==> config.mk <==
export PLATFORM = sky130hd
export DESIGN_NAME = fetch_unit_flat
export DESIGN_NICKNAME = d
export VERILOG_FILES = /design/src/rtl/fetch_unit_pkg.sv /design/src/rtl/fetch_unit_if.sv /design/src/rtl/fetch_unit_fifo.sv /design/src/rtl/fetch_unit.sv /design/src/flat_wrapper.sv
export SDC_FILE = /design/constraint.sdc
export NUM_CORES = 1
export LEC_CHECK = 0
export BUFFER_PORTS_ARGS = -buffer_cell sky130_fd_sc_hd__buf_2
export CORE_MARGIN = 5
export CORE_UTILIZATION = 40
export CTS_CLUSTER_DIAMETER = 80
export DETAILED_ROUTE_END_ITERATION = 10
export PLACE_DENSITY = 0.7
export SLEW_MARGIN = 20
export SYNTH_ARGS = -nofsm -noshare
export SYNTH_HDL_FRONTEND = slang
export SYNTH_HIERARCHICAL = 1
export SYNTH_SLANG_ARGS = --single-unit
==> constraint.sdc <==
create_clock -name clock -period 2.6 [get_ports clock]
set_input_delay 0.13 -clock clock [delete_from_list [all_inputs] [get_ports clock]]
set_output_delay 0.13 -clock clock [all_outputs]
set_load 0.02 [all_outputs]
==> src/rtl/fetch_unit_pkg.sv <==
// Shared fetch-stage types and helpers for the RV32E front end.
// Optional FETCH_PERF_EN adds a fetch-starvation cycle counter on fetch_unit.
package fetch_pkg;

  typedef enum logic [0:0] {
    FETCH_RUN,
    FETCH_HALT
  } fetch_state;

  localparam int INSTRUCTION_BYTES = 4;

  function automatic logic is_word_aligned(input logic [31:0] addr);
    return addr[1:0] == 2'b00;
  endfunction

endpackage

==> src/rtl/fetch_unit_if.sv <==
// Valid/ready link carrying raw instruction words from fetch to decode.
// downstream is the producer view, upstream the consumer view.
interface skid_buffer_port #(
  parameter int WIDTH = 32
);
  logic             valid;
  logic             ready;
  logic [WIDTH-1:0] data;

  modport downstream (
    output valid,
    output data,
    input  ready
  );

  modport upstream (
    input  valid,
    input  data,
    output ready
  );
endinterface

==> src/rtl/fetch_unit_fifo.sv <==
// In-order return buffer for fetched words; flush beats push and pop.
// Power-of-two depth so the pointers wrap naturally.
module fetch_fifo #(
  parameter int DEPTH = 4,
  parameter int WIDTH = 32,
  localparam int CW = $clog2(DEPTH + 1),
  localparam int PW = $clog2(DEPTH)
) (
  input  logic             clock,
  input  logic             reset,
  input  logic             push,
  input  logic [WIDTH-1:0] push_data,
  input  logic             pop,
  input  logic             flush,
  output logic [WIDTH-1:0] head,
  output logic [CW-1:0]    count
);

  logic [WIDTH-1:0] r_mem [DEPTH];
  logic [PW-1:0]    r_rd;
  logic [PW-1:0]    r_wr;
  logic [CW-1:0]    r_count;
  logic             w_wen;

  assign w_wen = push && !flush && !reset;

  always_ff @(posedge clock) begin
    if (w_wen) begin
      r_mem[r_wr] <= push_data;
    end
  end

  always_ff @(posedge clock) begin
    if (reset || flush) begin
      r_rd    <= '0;
      r_wr    <= '0;
      r_count <= '0;
    end else begin
      if (push) begin
        r_wr <= r_wr + 1'b1;
      end
      if (pop) begin
        r_rd <= r_rd + 1'b1;
      end
      r_count <= r_count + CW'(push) - CW'(pop);
    end
  end

  assign head  = r_mem[r_rd];
  assign count = r_count;

endmodule

==> src/rtl/fetch_unit.sv <==
// RV32E fetch stage: PC, capped memory reads, return FIFO, redirect flush.
// Define FETCH_PERF_EN to add the perf_starve_cycles output.
module fetch_unit
  import fetch_pkg::*;
#(
  parameter logic [31:0] RESET_VECTOR = 32'h0000_0000,
  parameter int          FIFO_DEPTH   = 4
) (
  input  logic                       clock,
  input  logic                       reset,
  skid_buffer_port.downstream        to_decode,
  output logic                       mem_req_valid,
  input  logic                       mem_req_ready,
  output logic [31:0]                mem_req_addr,
  input  logic                       mem_resp_valid,
  input  logic [31:0]                mem_resp_data,
  input  logic                       redirect_valid,
  input  logic [31:0]                redirect_pc,
`ifdef FETCH_PERF_EN
  output logic [31:0]                perf_starve_cycles,
`endif
  output logic                       fault
);

  localparam int CW = $clog2(FIFO_DEPTH + 1);

  fetch_state    r_state;
  fetch_state    w_state_nxt;
  logic          r_fault;
  logic          w_fault_nxt;
  logic [31:0]   r_pc;
  logic [CW-1:0] r_outstanding;
  logic [CW-1:0] r_drop;

  logic [CW-1:0] w_count;
  logic [31:0]   w_head;
  logic [CW:0]   w_inflight;
  logic          w_run;
  logic          w_redir;
  logic          w_fire;
  logic          w_push;
  logic          w_valid;
  logic          w_pop;

  assign w_run      = (r_state == FETCH_RUN) && !reset;
  assign w_redir    = redirect_valid && (r_state == FETCH_RUN);
  assign w_inflight = {1'b0, r_outstanding} + {1'b0, w_count};

  assign mem_req_valid = w_run && !redirect_valid &&
                         (w_inflight < (CW + 1)'(FIFO_DEPTH));
  assign mem_req_addr  = r_pc;
  assign w_fire        = mem_req_valid && mem_req_ready;

  // Words still owed to a flushed path never reach the FIFO.
  assign w_push = mem_resp_valid && (r_drop == '0) && w_run &&
                  !redirect_valid;

  assign w_valid = w_run && !redirect_valid && (w_count != '0);
  assign w_pop   = w_valid && to_decode.ready;

  assign to_decode.valid = w_valid;
  assign to_decode.data  = w_head;
  assign fault           = r_fault;

  fetch_fifo #(
    .DEPTH (FIFO_DEPTH),
    .WIDTH (32)
  ) u_fifo (
    .clock     (clock),
    .reset     (reset),
    .push      (w_push),
    .push_data (mem_resp_data),
    .pop       (w_pop),
    .flush     (w_redir),
    .head      (w_head),
    .count     (w_count)
  );

  always_ff @(posedge clock) begin
    if (reset) begin
      r_state <= FETCH_RUN;
      r_fault <= 1'b0;
    end else begin
      r_state <= w_state_nxt;
      r_fault <= w_fault_nxt;
    end
  end

  always_comb begin
    w_state_nxt = r_state;
    w_fault_nxt = r_fault;
    unique case (r_state)
      FETCH_RUN: begin
        if (redirect_valid && !is_word_aligned(redirect_pc)) begin
          w_state_nxt = FETCH_HALT;
          w_fault_nxt = 1'b1;
        end
      end
      FETCH_HALT: begin
        w_state_nxt = FETCH_HALT;
      end
    endcase
  end

  always_ff @(posedge clock) begin
    if (reset) begin
      r_pc          <= RESET_VECTOR;
      r_outstanding <= '0;
      r_drop        <= '0;
    end else begin
      r_outstanding <= r_outstanding + CW'(w_fire) -
                       CW'(mem_resp_valid);
      if (w_redir) begin
        r_pc   <= redirect_pc;
        r_drop <= r_outstanding - CW'(mem_resp_valid);
      end else begin
        if (w_fire) begin
          r_pc <= r_pc + 32'(INSTRUCTION_BYTES);
        end
        if (mem_resp_valid && (r_drop != '0)) begin
          r_drop <= r_drop - 1'b1;
        end
      end
    end
  end

`ifdef FETCH_PERF_EN
  logic [31:0] r_perf;

  always_ff @(posedge clock) begin
    if (reset) begin
      r_perf <= '0;
    end else if ((r_state == FETCH_RUN) && (w_count == '0) &&
                 (r_perf != 32'hFFFF_FFFF)) begin
      r_perf <= r_perf + 32'd1;
    end
  end

  assign perf_starve_cycles = r_perf;
`endif

endmodule
==> src/flat_wrapper.sv <==
// flat-port wrapper written by rule: the top's interface ports become plain ports
module fetch_unit_flat import fetch_pkg::*;
#(
  parameter logic [31:0] RESET_VECTOR = 32'h0000_0000,
  parameter int          FIFO_DEPTH   = 4
)
  (clock, reset, mem_req_valid, mem_req_ready, mem_req_addr, mem_resp_valid, mem_resp_data, redirect_valid, redirect_pc, fault, to_decode_valid, to_decode_data, to_decode_ready);
  skid_buffer_port to_decode_i ();
  input  logic clock;
  input  logic reset;
  output logic mem_req_valid;
  input  logic mem_req_ready;
  output logic [31:0] mem_req_addr;
  input  logic mem_resp_valid;
  input  logic [31:0] mem_resp_data;
  input  logic redirect_valid;
  input  logic [31:0] redirect_pc;
  output logic fault;
  output wire logic [$bits(to_decode_i.valid)-1:0] to_decode_valid;
  output wire logic [$bits(to_decode_i.data)-1:0] to_decode_data;
  input wire logic [$bits(to_decode_i.ready)-1:0] to_decode_ready;
  assign to_decode_valid = to_decode_i.valid;
  assign to_decode_data = to_decode_i.data;
  assign to_decode_i.ready = to_decode_ready;
  fetch_unit #(.RESET_VECTOR(RESET_VECTOR), .FIFO_DEPTH(FIFO_DEPTH)) u_core (.clock(clock), .reset(reset), .to_decode(to_decode_i), .mem_req_valid(mem_req_valid), .mem_req_ready(mem_req_ready), .mem_req_addr(mem_req_addr), .mem_resp_valid(mem_resp_valid), .mem_resp_data(mem_resp_data), .redirect_valid(redirect_valid), .redirect_pc(redirect_pc), .fault(fault));
endmodule
==> impl_results.md <==
- Tmin final: 2.40 ns
- Starting DRT DRC Count: 198
- Fin crit share: 0.923
- Synth Flop Type: edfxtp_1
- Clock power frac: 0.392
- Cell Rows: 50
- Clk sink count: 177
- Initial antenna violation count: 1
- RSZ-0062 raised after global routing: false
- Min-Delay Startpoint: redirect_pc[25]
- Area growth from synthesis to layout: 27.9%
- Asr flop ratio synth: 0
- Most frequent cells in the layout: buf_2 (136), edfxtp_1 (128), dlygate4sd3_1 (53), dfxtp_1 (48), nor2_1 (45)
- EDFF count, synth: 128
- Status: completed
- Seq/Total Area, Yosys: 0.648
- Die height: 146 µm
- Power Density: 650 mW/mm²
- Worst reg2reg startpoint: u_core/r_outstanding[2]
- Pre-antenna DRT Iters: 4
- Sequential share of power: 0.513
- Critical path launch point type: register
- Psw: 0.00155 W
- Yosys top cell area share: 0.516
- Combinational share of power: 0.095
- Post-Syn Instances: 488
- Area of the mapped netlist: 0.00745 mm²
- Die Width: 146 µm
- Commonest non-fill, non-tap cell in the layout: buf_2
- Setup TNS Final: 0 ns
- Clock-pin slew on the worst setup and hold paths: 0.07 ns
- Main area contributors after synthesis: edfxtp_1 (52%), dfxtp_1 (13%), mux4_2 (9.1%)
- Vias in the first global route: 5096
- Critical Path AT: 2.70 ns
- Max Fanout on Critical Path: 4
- Grt ovf: 0
- Antenna-violating nets left: 0
- Crit path from: u_core/r_outstanding[2]
- Drt drc: 0
- Worst hold slack: 0.0126 ns
- Internal: 0.00464 W
- P_leak: 3.43 nW
- Required time worst endpoint: 2.90 ns
- Unique masters post-synth: 49
- Fraction of layout cells with a size suffix above 1: 0.334
- Endpoints failing hold: 0
- H-tree Lvls: 4
- Vias after detailed routing: 4831
- Max IR drop VDD: 0.428 mV
- Nets: 775
- Register bit total from synthesis: 177
- Sw Ratio: 0.251
- Slew HR: 0.558
- Yosys Warn Count: 6
- Setup Skew: 0.00878 ns
- Crit. End Element: register
- Maxcap violations: 0
- First-pass GRT wire length: 26.2 mm
- Slew @ Worst Pin: 0.662 ns
- Syn_nets: 575
- Detailed placement HPWL: 10.7 mm
- Starting Density: 0.402
- # IOs: 137
- Total GRT Usage: 0.152
- Synth area leader: edfxtp_1
- Max Transition Viols Final: 0
- Core area: 0.0185 mm²
- Die area: 0.0214 mm²
- Syn avg cell area: 15.3 µm²
- Clk_lat worst skew: 0.42 ns
- Fmax: 0.417 GHz
- Hold Crit Class: input port to register
- Port Buffers: 136
- CTS root buffer: clkbuf_16
- CTS tree: done
- # diodes: 0
- Worst-case clock buffer depth: 2
- WL/cell: 17.3 µm
- Routability cong.: 0.844
- TritonCTS buffer count: 17
- CP Class: register to register
- Endpoints failing setup: 0
- Largest net degree at the start of global routing: 67
- Detailed Route WL: 16.1 mm
- Vias per cell: 5.17
==> routing by layer <==
layer | track usage | share of wire | wire, µm
met5 | 0 | 0.00068 | 11
met4 | 0.0381 | 0.0093 | 150
met3 | 0.0469 | 0.073 | 1170
met2 | 0.259 | 0.49 | 7940
met1 | 0.191 | 0.43 | 6870
==> timing repair <==
item / 4_1_cts / 5_1_grt
buffers inserted: 0 / 0
endpoints found under the setup margin: 0 / 3
hold endpoints to repair: 149 / 0
hold buffers: 53 / 0
gates resized for setup: 0 / 2
==> power by group through the flow <==
stage / clock [W] / combinational (W) / sequential [W]
final: 0.00243 / 0.000590 / 0.00318
after detailed placement: 0 / 0.000522 / 0.00324
after floorplan: 0 / 0.000273 / 0.00327
after global placement: 0 / 0.000496 / 0.00323
after global routing: 0.00261 / 0.000654 / 0.00319
after CTS: 0.00249 / 0.000587 / 0.00318
==> Yosys cell counts, types with 2 or more instances <==
cell type and count:
a21oi_1 6, a211oi_1 21, xnor2_1 21, ha_1 15, and4_1 4, nand3_1 9
nand4_2 3, a311oi_1 11, mux4_1 2, and3_1 5, mux2i_1 2, or2_2 2
buf_6 4, buf_2 3, clkbuf_1 9, or4_1 4, edfxtp_1 128, or3_1 6
buf_1 2, and2_1 6, mux4_2 30, nor2_1 45, o21ai_0 6, xor2_1 5
nor2b_1 2, nand4_1 6, o31ai_1 4, fa_1 2, buf_12 3, nand2_1 27
nor3_1 9, nand2b_1 2, inv_1 16, nor4_2 5, dfxtp_1 49
==> state kept, by name, indices dropped and copies added (netlist names), named ones only <==
signal / cells
u_core/fault: 1
u_core/mem_req_addr: 32
u_core/r_drop: 3
u_core/r_outstanding: 3
u_core/r_state: 1
u_core/u_fifo/count: 3
u_core/u_fifo/r_mem: 128
u_core/u_fifo/r_rd: 2
u_core/u_fifo/r_wr: 2
==> worst paths after layout <==
check	endpoint	slack (ns)	cells past startpoint
worst max register to register	u_core/r_outstanding[2]	0.20	10
worst min-delay path	u_core/mem_req_addr[25]	0.01	3
worst max-delay path	u_core/r_outstanding[2]	0.20	10
worst min register to register	u_core/mem_req_addr[1]	0.46	2
==> area by class of cell <==
type,instances,area [µm²]
Multi-Input combinational cell,272,2400
Fill cell,1523,8990
Clock inverter,15,134
Clock buffer,17,425
Tap cell,234,293
Timing Repair Buffer,204,1390
Inverter,16,60.1
Sequential cell,177,4830
==> cells by family after synthesis <==
logic type | after synthesis | share of synthesized area
compound gates | 50 | 0.0487
xor+xnor | 27 | 0.0338
simple gates | 144 | 0.106
buf+inv | 39 | 0.0323
mux | 34 | 0.100
flops | 177 | 0.648
fa+ha+maj | 17 | 0.0306
==> per-stage QoR <==
stage	utilization	std cells	instance area (µm²)	worst slack [ns]	total power (W)
finish	0.515	935	9530	0.201	0.00620
global route	0.515	935	9530	0.0442	0.00645
CTS	0.514	935	9510	0.144	0.00626
detailed placement	0.455	850	8420	0.153	0.00376
global placement	0.455	850	8420	0.291	0.00373
floorplan	-	488	7450	0.132	0.00354
==> critical path: stages, from the launching register on <==
cell and delay (ns):
dfxtp_1 0.34, ha_1 0.33, nor3_2 0.18, buf_4 0.15, nand4_1 0.14, ha_1 0.31
inv_1 0.04, ha_1 0.18, fa_1 0.39, xnor2_1 0.16, nor2_1 0.05
Power figures use the tool's default switching activity.
